`config.mk`:
```
export PLATFORM = sky130hd
export DESIGN_NAME = logic_unit_pipe_flat
export DESIGN_NICKNAME = d
export VERILOG_FILES = /design/src/rtl/logic_pkg.sv /design/src/rtl/logic_unit_pipe_if.sv /design/src/rtl/logic_op_core.sv /design/src/rtl/logic_unit_pipe.sv /design/src/flat_wrapper.sv
export SDC_FILE = /design/constraint.sdc
export NUM_CORES = 1
export LEC_CHECK = 0
export ABC_AREA = 1
export BUFFER_PORTS_ARGS = -buffer_cell sky130_fd_sc_hd__buf_2
export CAP_MARGIN = 40
export CORE_MARGIN = 2
export CORE_UTILIZATION = 63
export CTS_CLUSTER_SIZE = 40
export DETAILED_ROUTE_END_ITERATION = 8
export MAX_ROUTING_LAYER = met4
export PLACE_DENSITY_LB_ADDON = 0.3
export SLEW_MARGIN = 20
export SYNTH_ARGS = -nofsm -noshare
export SYNTH_HDL_FRONTEND = slang
export SYNTH_SLANG_ARGS = --single-unit
```
`constraint.sdc`:
```
create_clock -name clk -period 3 [get_ports clk]
set_clock_uncertainty 0.1 [all_clocks]
set_input_delay 0.6 -clock clk [delete_from_list [all_inputs] [get_ports clk]]
set_output_delay 0.6 -clock clk [all_outputs]
set_load 0.005 [all_outputs]
```
`src/rtl/logic_pkg.sv`:
```
// Shared definitions for the bitwise logic unit: operation encoding, default width
// and the single-bit operation used by every bit slice of the core.
package logic_pkg;

    localparam int DEFAULT_WIDTH = 32;
    localparam int DEFAULT_TAG_W = 4;

    typedef enum logic [2:0] {
        OP_AND   = 3'd0,
        OP_OR    = 3'd1,
        OP_XOR   = 3'd2,
        OP_NOR   = 3'd3,
        OP_NAND  = 3'd4,
        OP_XNOR  = 3'd5,
        OP_ANDN  = 3'd6,
        OP_PASSA = 3'd7
    } op_e;

    function automatic logic op_bit(input op_e op, input logic a, input logic b);
        logic r;
        case (op)
            OP_AND:  r = a & b;
            OP_OR:   r = a | b;
            OP_XOR:  r = a ^ b;
            OP_NOR:  r = ~(a | b);
            OP_NAND: r = ~(a & b);
            OP_XNOR: r = ~(a ^ b);
            OP_ANDN: r = a & ~b;
            default: r = a;
        endcase
        return r;
    endfunction

endpackage

```
`src/rtl/logic_unit_pipe_if.sv`:
```
// Ready/valid request and response bundle for the pipelined logic unit.
interface logic_unit_pipe_if
    import logic_pkg::*;
#(
    parameter int WIDTH = DEFAULT_WIDTH,
    parameter int TAG_W = DEFAULT_TAG_W
);
    logic             in_valid;
    logic             in_ready;
    op_e              in_op;
    logic [WIDTH-1:0] in_a;
    logic [WIDTH-1:0] in_b;
    logic [TAG_W-1:0] in_tag;
    logic             out_valid;
    logic             out_ready;
    logic [WIDTH-1:0] out_result;
    logic             out_zero;
    logic             out_sign;
    logic [TAG_W-1:0] out_tag;

    modport master (
        output in_valid, in_op, in_a, in_b, in_tag, out_ready,
        input  in_ready, out_valid, out_result, out_zero, out_sign, out_tag
    );

    modport slave (
        input  in_valid, in_op, in_a, in_b, in_tag, out_ready,
        output in_ready, out_valid, out_result, out_zero, out_sign, out_tag
    );
endinterface

```
`src/rtl/logic_op_core.sv`:
```
// Combinational bitwise logic core with zero/sign flags; shared with the ALU's
// single-cycle path, so it holds no state.
module logic_op_core
    import logic_pkg::*;
#(
    parameter int WIDTH = DEFAULT_WIDTH
) (
    input  op_e              op,
    input  logic [WIDTH-1:0] a,
    input  logic [WIDTH-1:0] b,
    output logic [WIDTH-1:0] result,
    output logic             zero,
    output logic             sign
);
    genvar gi;
    generate
        for (gi = 0; gi < WIDTH; gi++) begin : g_bit
            assign result[gi] = op_bit(op, a[gi], b[gi]);
        end
    endgenerate

    assign zero = ~|result;
    assign sign = result[WIDTH-1];
endmodule

```
`src/rtl/logic_unit_pipe.sv`:
```
// Two-stage ready/valid pipeline around logic_op_core: operand register then
// result register, full throughput, bubble collapse under downstream stall.
module logic_unit_pipe
    import logic_pkg::*;
#(
    parameter int WIDTH = DEFAULT_WIDTH,
    parameter int TAG_W = DEFAULT_TAG_W
) (
    input logic              clk,
    input logic              rst,
    logic_unit_pipe_if.slave bus
);
    logic             s1_valid_reg;
    op_e              s1_op_reg;
    logic [WIDTH-1:0] s1_a_reg;
    logic [WIDTH-1:0] s1_b_reg;
    logic [TAG_W-1:0] s1_tag_reg;

    logic             s2_valid_reg;
    logic [WIDTH-1:0] s2_result_reg;
    logic             s2_zero_reg;
    logic             s2_sign_reg;
    logic [TAG_W-1:0] s2_tag_reg;

    logic [WIDTH-1:0] core_result;
    logic             core_zero;
    logic             core_sign;
    logic             s1_en;
    logic             s2_en;

    // out_ready reaches in_ready combinationally so a full pipe frees up in the same cycle
    assign s2_en       = ~s2_valid_reg | bus.out_ready;
    assign s1_en       = ~s1_valid_reg | s2_en;
    assign bus.in_ready = s1_en;

    logic_op_core #(.WIDTH(WIDTH)) u_core (
        .op     (s1_op_reg),
        .a      (s1_a_reg),
        .b      (s1_b_reg),
        .result (core_result),
        .zero   (core_zero),
        .sign   (core_sign)
    );

    always_ff @(posedge clk) begin
        if (rst) begin
            s1_valid_reg  <= 1'b0;
            s1_op_reg     <= OP_AND;
            s1_a_reg      <= '0;
            s1_b_reg      <= '0;
            s1_tag_reg    <= '0;
            s2_valid_reg  <= 1'b0;
            s2_result_reg <= '0;
            s2_zero_reg   <= 1'b0;
            s2_sign_reg   <= 1'b0;
            s2_tag_reg    <= '0;
        end else begin
            // Data registers load only behind a valid so idle-bus X never reaches them
            if (s1_en) begin
                s1_valid_reg <= bus.in_valid;
                if (bus.in_valid) begin
                    s1_op_reg  <= bus.in_op;
                    s1_a_reg   <= bus.in_a;
                    s1_b_reg   <= bus.in_b;
                    s1_tag_reg <= bus.in_tag;
                end
            end
            if (s2_en) begin
                s2_valid_reg <= s1_valid_reg;
                if (s1_valid_reg) begin
                    s2_result_reg <= core_result;
                    s2_zero_reg   <= core_zero;
                    s2_sign_reg   <= core_sign;
                    s2_tag_reg    <= s1_tag_reg;
                end
            end
        end
    end

    assign bus.out_valid  = s2_valid_reg;
    assign bus.out_result = s2_result_reg;
    assign bus.out_zero   = s2_zero_reg;
    assign bus.out_sign   = s2_sign_reg;
    assign bus.out_tag    = s2_tag_reg;
endmodule

```
`src/flat_wrapper.sv`:
```
// flat-port wrapper written by rule: the top's interface ports become plain ports
module logic_unit_pipe_flat import logic_pkg::*;
#(
    parameter int WIDTH = DEFAULT_WIDTH,
    parameter int TAG_W = DEFAULT_TAG_W
)
  (clk, rst, bus_in_valid, bus_in_op, bus_in_a, bus_in_b, bus_in_tag, bus_out_ready, bus_in_ready, bus_out_valid, bus_out_result, bus_out_zero, bus_out_sign, bus_out_tag);
  logic_unit_pipe_if #(.WIDTH(WIDTH), .TAG_W(TAG_W)) bus_i ();
  input logic clk;
  input logic rst;
  input wire logic [$bits(bus_i.in_valid)-1:0] bus_in_valid;
  input wire logic [$bits(bus_i.in_op)-1:0] bus_in_op;
  input wire logic [$bits(bus_i.in_a)-1:0] bus_in_a;
  input wire logic [$bits(bus_i.in_b)-1:0] bus_in_b;
  input wire logic [$bits(bus_i.in_tag)-1:0] bus_in_tag;
  input wire logic [$bits(bus_i.out_ready)-1:0] bus_out_ready;
  output wire logic [$bits(bus_i.in_ready)-1:0] bus_in_ready;
  output wire logic [$bits(bus_i.out_valid)-1:0] bus_out_valid;
  output wire logic [$bits(bus_i.out_result)-1:0] bus_out_result;
  output wire logic [$bits(bus_i.out_zero)-1:0] bus_out_zero;
  output wire logic [$bits(bus_i.out_sign)-1:0] bus_out_sign;
  output wire logic [$bits(bus_i.out_tag)-1:0] bus_out_tag;
  assign bus_i.in_valid = bus_in_valid;
  assign bus_i.in_op = bus_in_op;
  assign bus_i.in_a = bus_in_a;
  assign bus_i.in_b = bus_in_b;
  assign bus_i.in_tag = bus_in_tag;
  assign bus_i.out_ready = bus_out_ready;
  assign bus_in_ready = bus_i.in_ready;
  assign bus_out_valid = bus_i.out_valid;
  assign bus_out_result = bus_i.out_result;
  assign bus_out_zero = bus_i.out_zero;
  assign bus_out_sign = bus_i.out_sign;
  assign bus_out_tag = bus_i.out_tag;
  logic_unit_pipe #(.WIDTH(WIDTH), .TAG_W(TAG_W)) u_core (.clk(clk), .rst(rst), .bus(bus_i));
endmodule
```
# Word-level counts from Yosys, hierarchy flattened
# Index checks and enable logic that the tools add are counted.
# op_classes
eq_ne	6
mux	32
bitwise_logic	260
n_reduce_logical	5
# op_table
cell	count
$pmux W1 S7	32
$not A1 Y1	130
$and A1 B1 Y1	64
$or A1 B1 Y1	34
$reduce_or A32 Y1	1
$xor A1 B1 Y1	32
$eq A3 B3 Y1 const B	3
$eq A3 B2 Y1 const B	2
$reduce_and A2 Y1	2
$eq A3 B1 Y1 const B	1
$logic_not A3 Y1	1
$logic_not A1 Y1	1
# totals
regBits	111
out_inout_bits	40
elab_cells	313

# Logic depth before layout (Yosys ltp)
# logic_depth
depth_word	5
ltp_mapped	15
ltp_nobuf	14

# By module
# A second synthesis with hierarchy kept.
# unflattened
hier_cells	1439
area_unflattened_um2	8911.0
# modules_own_cells
mod	instances	cells_each	area_each_um2
logic_unit_pipe	1	681	4733.3
logic_op_core	1	758	4177.8

# Worst setup path after synthesis
# No wires, ideal clock.
# synth_path
kind	register to register
from	reg u_core.s1_op_reg[0]
to	reg u_core.s2_zero_reg, in the netlist u_core.bus.out_zero
setup_ns	0.116
arrival_time_ns	1.572
required_ns	2.784
setup_slack_ns	1.213
stages_incl_launch_ff	16
path_buffers	2
synth_period_minus_slack_ns	1.787
cell_sequence	dfxtp_1 inv_2 nor2_1 buf_2 buf_2 nand3_1 o21ai_0 nor2_1 nand2_1 nand2_1 nand2_1 nor2_1 nand2_1 nor2_1 nand2_1 a21oi_1
# synth_between
elab_chain_len	4
elab_cells_between_ends	41
cone_classes	6 x eq/ne; 32 x mux; 3 x reduce/logical
# synth_lines
item	line	text
start: declaration	logic_unit_pipe.sv:14	op_e s1_op_reg;
start signal: assignment	logic_unit_pipe.sv:62	s1_op_reg <= bus.in_op;
$eq A3 B3 Y1 (tied with other cells)	logic_pkg.sv:21	case (op)
$pmux W1 S7	logic_pkg.sv:21	
$reduce_or A32 Y1 (*)	logic_op_core.sv:22	assign zero = ~|result;
$logic_not A1 Y1 (*)	logic_op_core.sv:22	
end signal: assignment	logic_unit_pipe.sv:72	s2_zero_reg <= core_zero;
end: declaration	logic_unit_pipe.sv:21	logic s2_zero_reg;
# Every way passes the cells marked *; elsewhere a longest branch is shown, timed or not.
# A chain may end at the register's enable or synchronous reset.

# Final worst setup path
# Same ends and word-level chain as after synthesis.

==> results by group <==
Floorplanning
  – Cell Rows: 40
  – Die width: 115 um
  – Num ports: 115
  – Die area: about 0.013 mm^2
  – Starting density of the core: between 60% and 70%
  – Core Area: 0.0120 mm^2
  – Chip height: between 100 and 150 um

Power
  – Total power: 3.72 mW
  – IR drop worst, VDD: 0.000389 V
  – LEAKAGE: 4.45 nW
  – P per Cell Area: around 430 mW/mm^2

Logic synthesis
  – Syn_nets: 1326
  – Synthesized flop and latch total: 110
  – Synth warnings: 0
  – Synthesized instance count: 1155
  – Post-Syn Area: 0.00770 mm^2
  – Mapped Avg Cell Area: between 6 and 7 um^2
  – Sequential share of the synthesized area: 28.6%
  – Distinct cells, synth: 19

Timing
  – Post-layout minimum cycle time: 2.54 ns
  – Period Utilization, post-route: between 80% and 90%
  – Final Setup Violations: 0
  – Max-slew violation count: 0
  – Final hold vios: 0
  – RSZ-0062 raised after global routing: no
  – Relative slew slack: 59.3%
  – Fin Setup TNS: 0 ns
  – Fmax: 394 MHz
  – Slew @ Worst Pin: approximately 0.61 ns

Final layout
  – Layout cells sized above 1: 13.2%
  – Antenna Cells: 0
  – Nets@finish: about 1.4k
  – # fillers: 1048
  – Finished Cell Area: 0.00863 mm^2
  – Most frequent cells in the layout: nand2_1 (239), o21ai_0 (131), inv_1 (115), buf_2 (114), a21oi_1 (110)
  – Area Growth Syn to Fin: 12.1%
  – Most common cell after layout, fill and taps aside: nand2_1

Min path
  – Worst min path class: reg -> reg

Drt
  – Starting DRT DRC Count: a little over 600
  – DRC Markers: 0
  – Routed WL per cell: between 10 and 15 um
  – Post-DRT Antenna Nets: 0
  – Vias per cell: between 5 and 6
  – Drt pass-1 iters: 6
  – DR vias: 7810
  – Total Wirelength: 20100 um

Clocking
  – Cts hold-fix bufs: 0
  – H-tree Lvls: 3
  – Root Driver: clkbuf_16
  – Clock sinks: 110
  – PostCTS Resize Cnt: 0
  – TritonCTS clock tree: built
  – Clock tree buffer depth: 2
  – Worst-Skew Late Latency: 0.36 ns
  – Total CTS buffers: 9
  – Post-CTS setup buffers: 0
  – Clock slew seen by the registers of the worst setup and hold paths: 0.07 ns

GRT
  – First-pass GRT wire length: 33400 um
  – Overflow after GRT: 0
  – Vias in the first global route: 7178
  – Antenna violations before repair: 0
  – Global router's overall resource usage: 32.3%
  – Largest net degree at the start of global routing: approximately 140

Setup path
  – Most frequent CP cell: nand2_1
  – Largest stage delay, worst path: 0.44 ns
  – Crit Path Category: reg -> reg
  – CP cell instances: inv_2 -> buf_4 -> nand3_1 -> o21ai_0 -> nor2_1 -> nand2_1 -> nand2_1 -> nand2_1 -> nor2_1 -> nand2_1 -> nor2_1 -> nand2_1 -> a21oi_1
  – WP data required: 3.15 ns
  – Endpoint class of the critical path: flip-flop
  – Startpoint class of the critical path: flip-flop
  – CP arrival: 2.69 ns
  – CP Max Fanout: 29
  – Critical path's slowest cell: inv_2

Status
  – Status: finished, final reports clean

Job
  – Number of max-cap violations: 0

Place
  – Post-DP HPWL: 13900 um
  – Port bufs: roughly 110
  – Routability cong.: 0.981
  – Dpl cell area: 0.00836 mm^2
layer usage:
metal	track usage (%)	wire, um
met5	-	0
met4	15.7	847
met3	6.09	1330
met2	53.9	9710
met1	37.3	8170
synthesized netlist by cell type:
| cell | count | area share (%) |
|---|---|---|
| inv_1 | 116 | 5.7 |
| o21ai_1 | 2 | 0.13 |
| dfxtp_1 | 110 | 29 |
| inv_2 | 2 | 0.098 |
| nand2_1 | 240 | 12 |
| nand3_1 | 68 | 4.4 |
| clkbuf_1 | 53 | 2.6 |
| buf_2 | 17 | 1.1 |
| nand4_1 | 49 | 4.0 |
| a21oi_1 | 110 | 7.2 |
| nor3_1 | 1 | 0.065 |
| buf_4 | 2 | 0.19 |
| o21ai_0 | 131 | 8.5 |
| buf_1 | 12 | 0.59 |
| o221ai_1 | 1 | 0.11 |
| ha_1 | 96 | 16 |
| nand2_2 | 1 | 0.081 |
| nor2_1 | 95 | 4.6 |
| nand3b_1 | 49 | 4.8 |
final timing paths:
kind,slack [ns],end,depth (start not counted),start
max,0.46,u_core.bus.out_zero$_SDFFE_PP0P_,13,u_core.s1_op_reg[0]$_SDFFE_PP0P_
min,0.38,u_core.bus.out_zero$_SDFFE_PP0P_,2,u_core.bus.out_zero$_SDFFE_PP0P_
max reg2reg,0.46,u_core.bus.out_zero$_SDFFE_PP0P_,13,u_core.s1_op_reg[0]$_SDFFE_PP0P_
min reg2reg,0.38,u_core.bus.out_zero$_SDFFE_PP0P_,2,u_core.bus.out_zero$_SDFFE_PP0P_
logic make-up (layout without fill, tap and decap cells):
family	count (synthesis)	count (layout)	synth area share (%)
compound gates	244	244	15.9
fa+ha+maj	96	96	15.6
buf+inv	202	271	10.2
flops	110	110	28.6
simple gates	503	503	29.7
cell type report:
type / count / area (um^2) / share of cell area (%)
Multi-Input combinational cell: 843 / 4730 / 54.8
Sequential cell: 110 / 2200 / 25.5
Timing Repair Buffer: 137 / 793 / 9.19
Inverter: 118 / 443 / 5.13
Clock buffer: 9 / 225 / 2.61
Tap cell: 147 / 184 / 2.13
Clock inverter: 7 / 48.8 / 0.565
critical path: cells and delay by family, from the launching register on:
| family | cells | cell delay [ns] |
|---|---|---|
| DFF | 1 | 0.39 |
| and+or+nand+nor | 9 | 0.81 |
| buffers and inverters | 2 | 0.83 |
| AOI/OAI and AO/OA | 2 | 0.29 |
per-stage QoR:
stage / worst slack, ns / utilization (%) / cells / hold slack [ns]
2_1_floorplan: 1.21 / - / 1155 / 0.350
3_3_place_gp: 0.640 / 69.9 / 1355 / 0.356
3_5_place_dp: 0.591 / 69.9 / 1355 / 0.370
4_1_cts: 0.556 / 72.2 / 1371 / 0.378
5_1_grt: 0.251 / 72.2 / 1371 / 0.385
6_report: 0.463 / 72.2 / 1371 / 0.377
where the power goes:
part / switching (mW) / internal [mW] / total, mW
Sequential: 0.0761 / 1.57 / 1.64
Combinational: 0.615 / 0.340 / 0.955
Clock: 0.553 / 0.566 / 1.12
Total: 1.24 / 2.47 / 3.72
No activity file was read; power rests on OpenSTA's default activity.
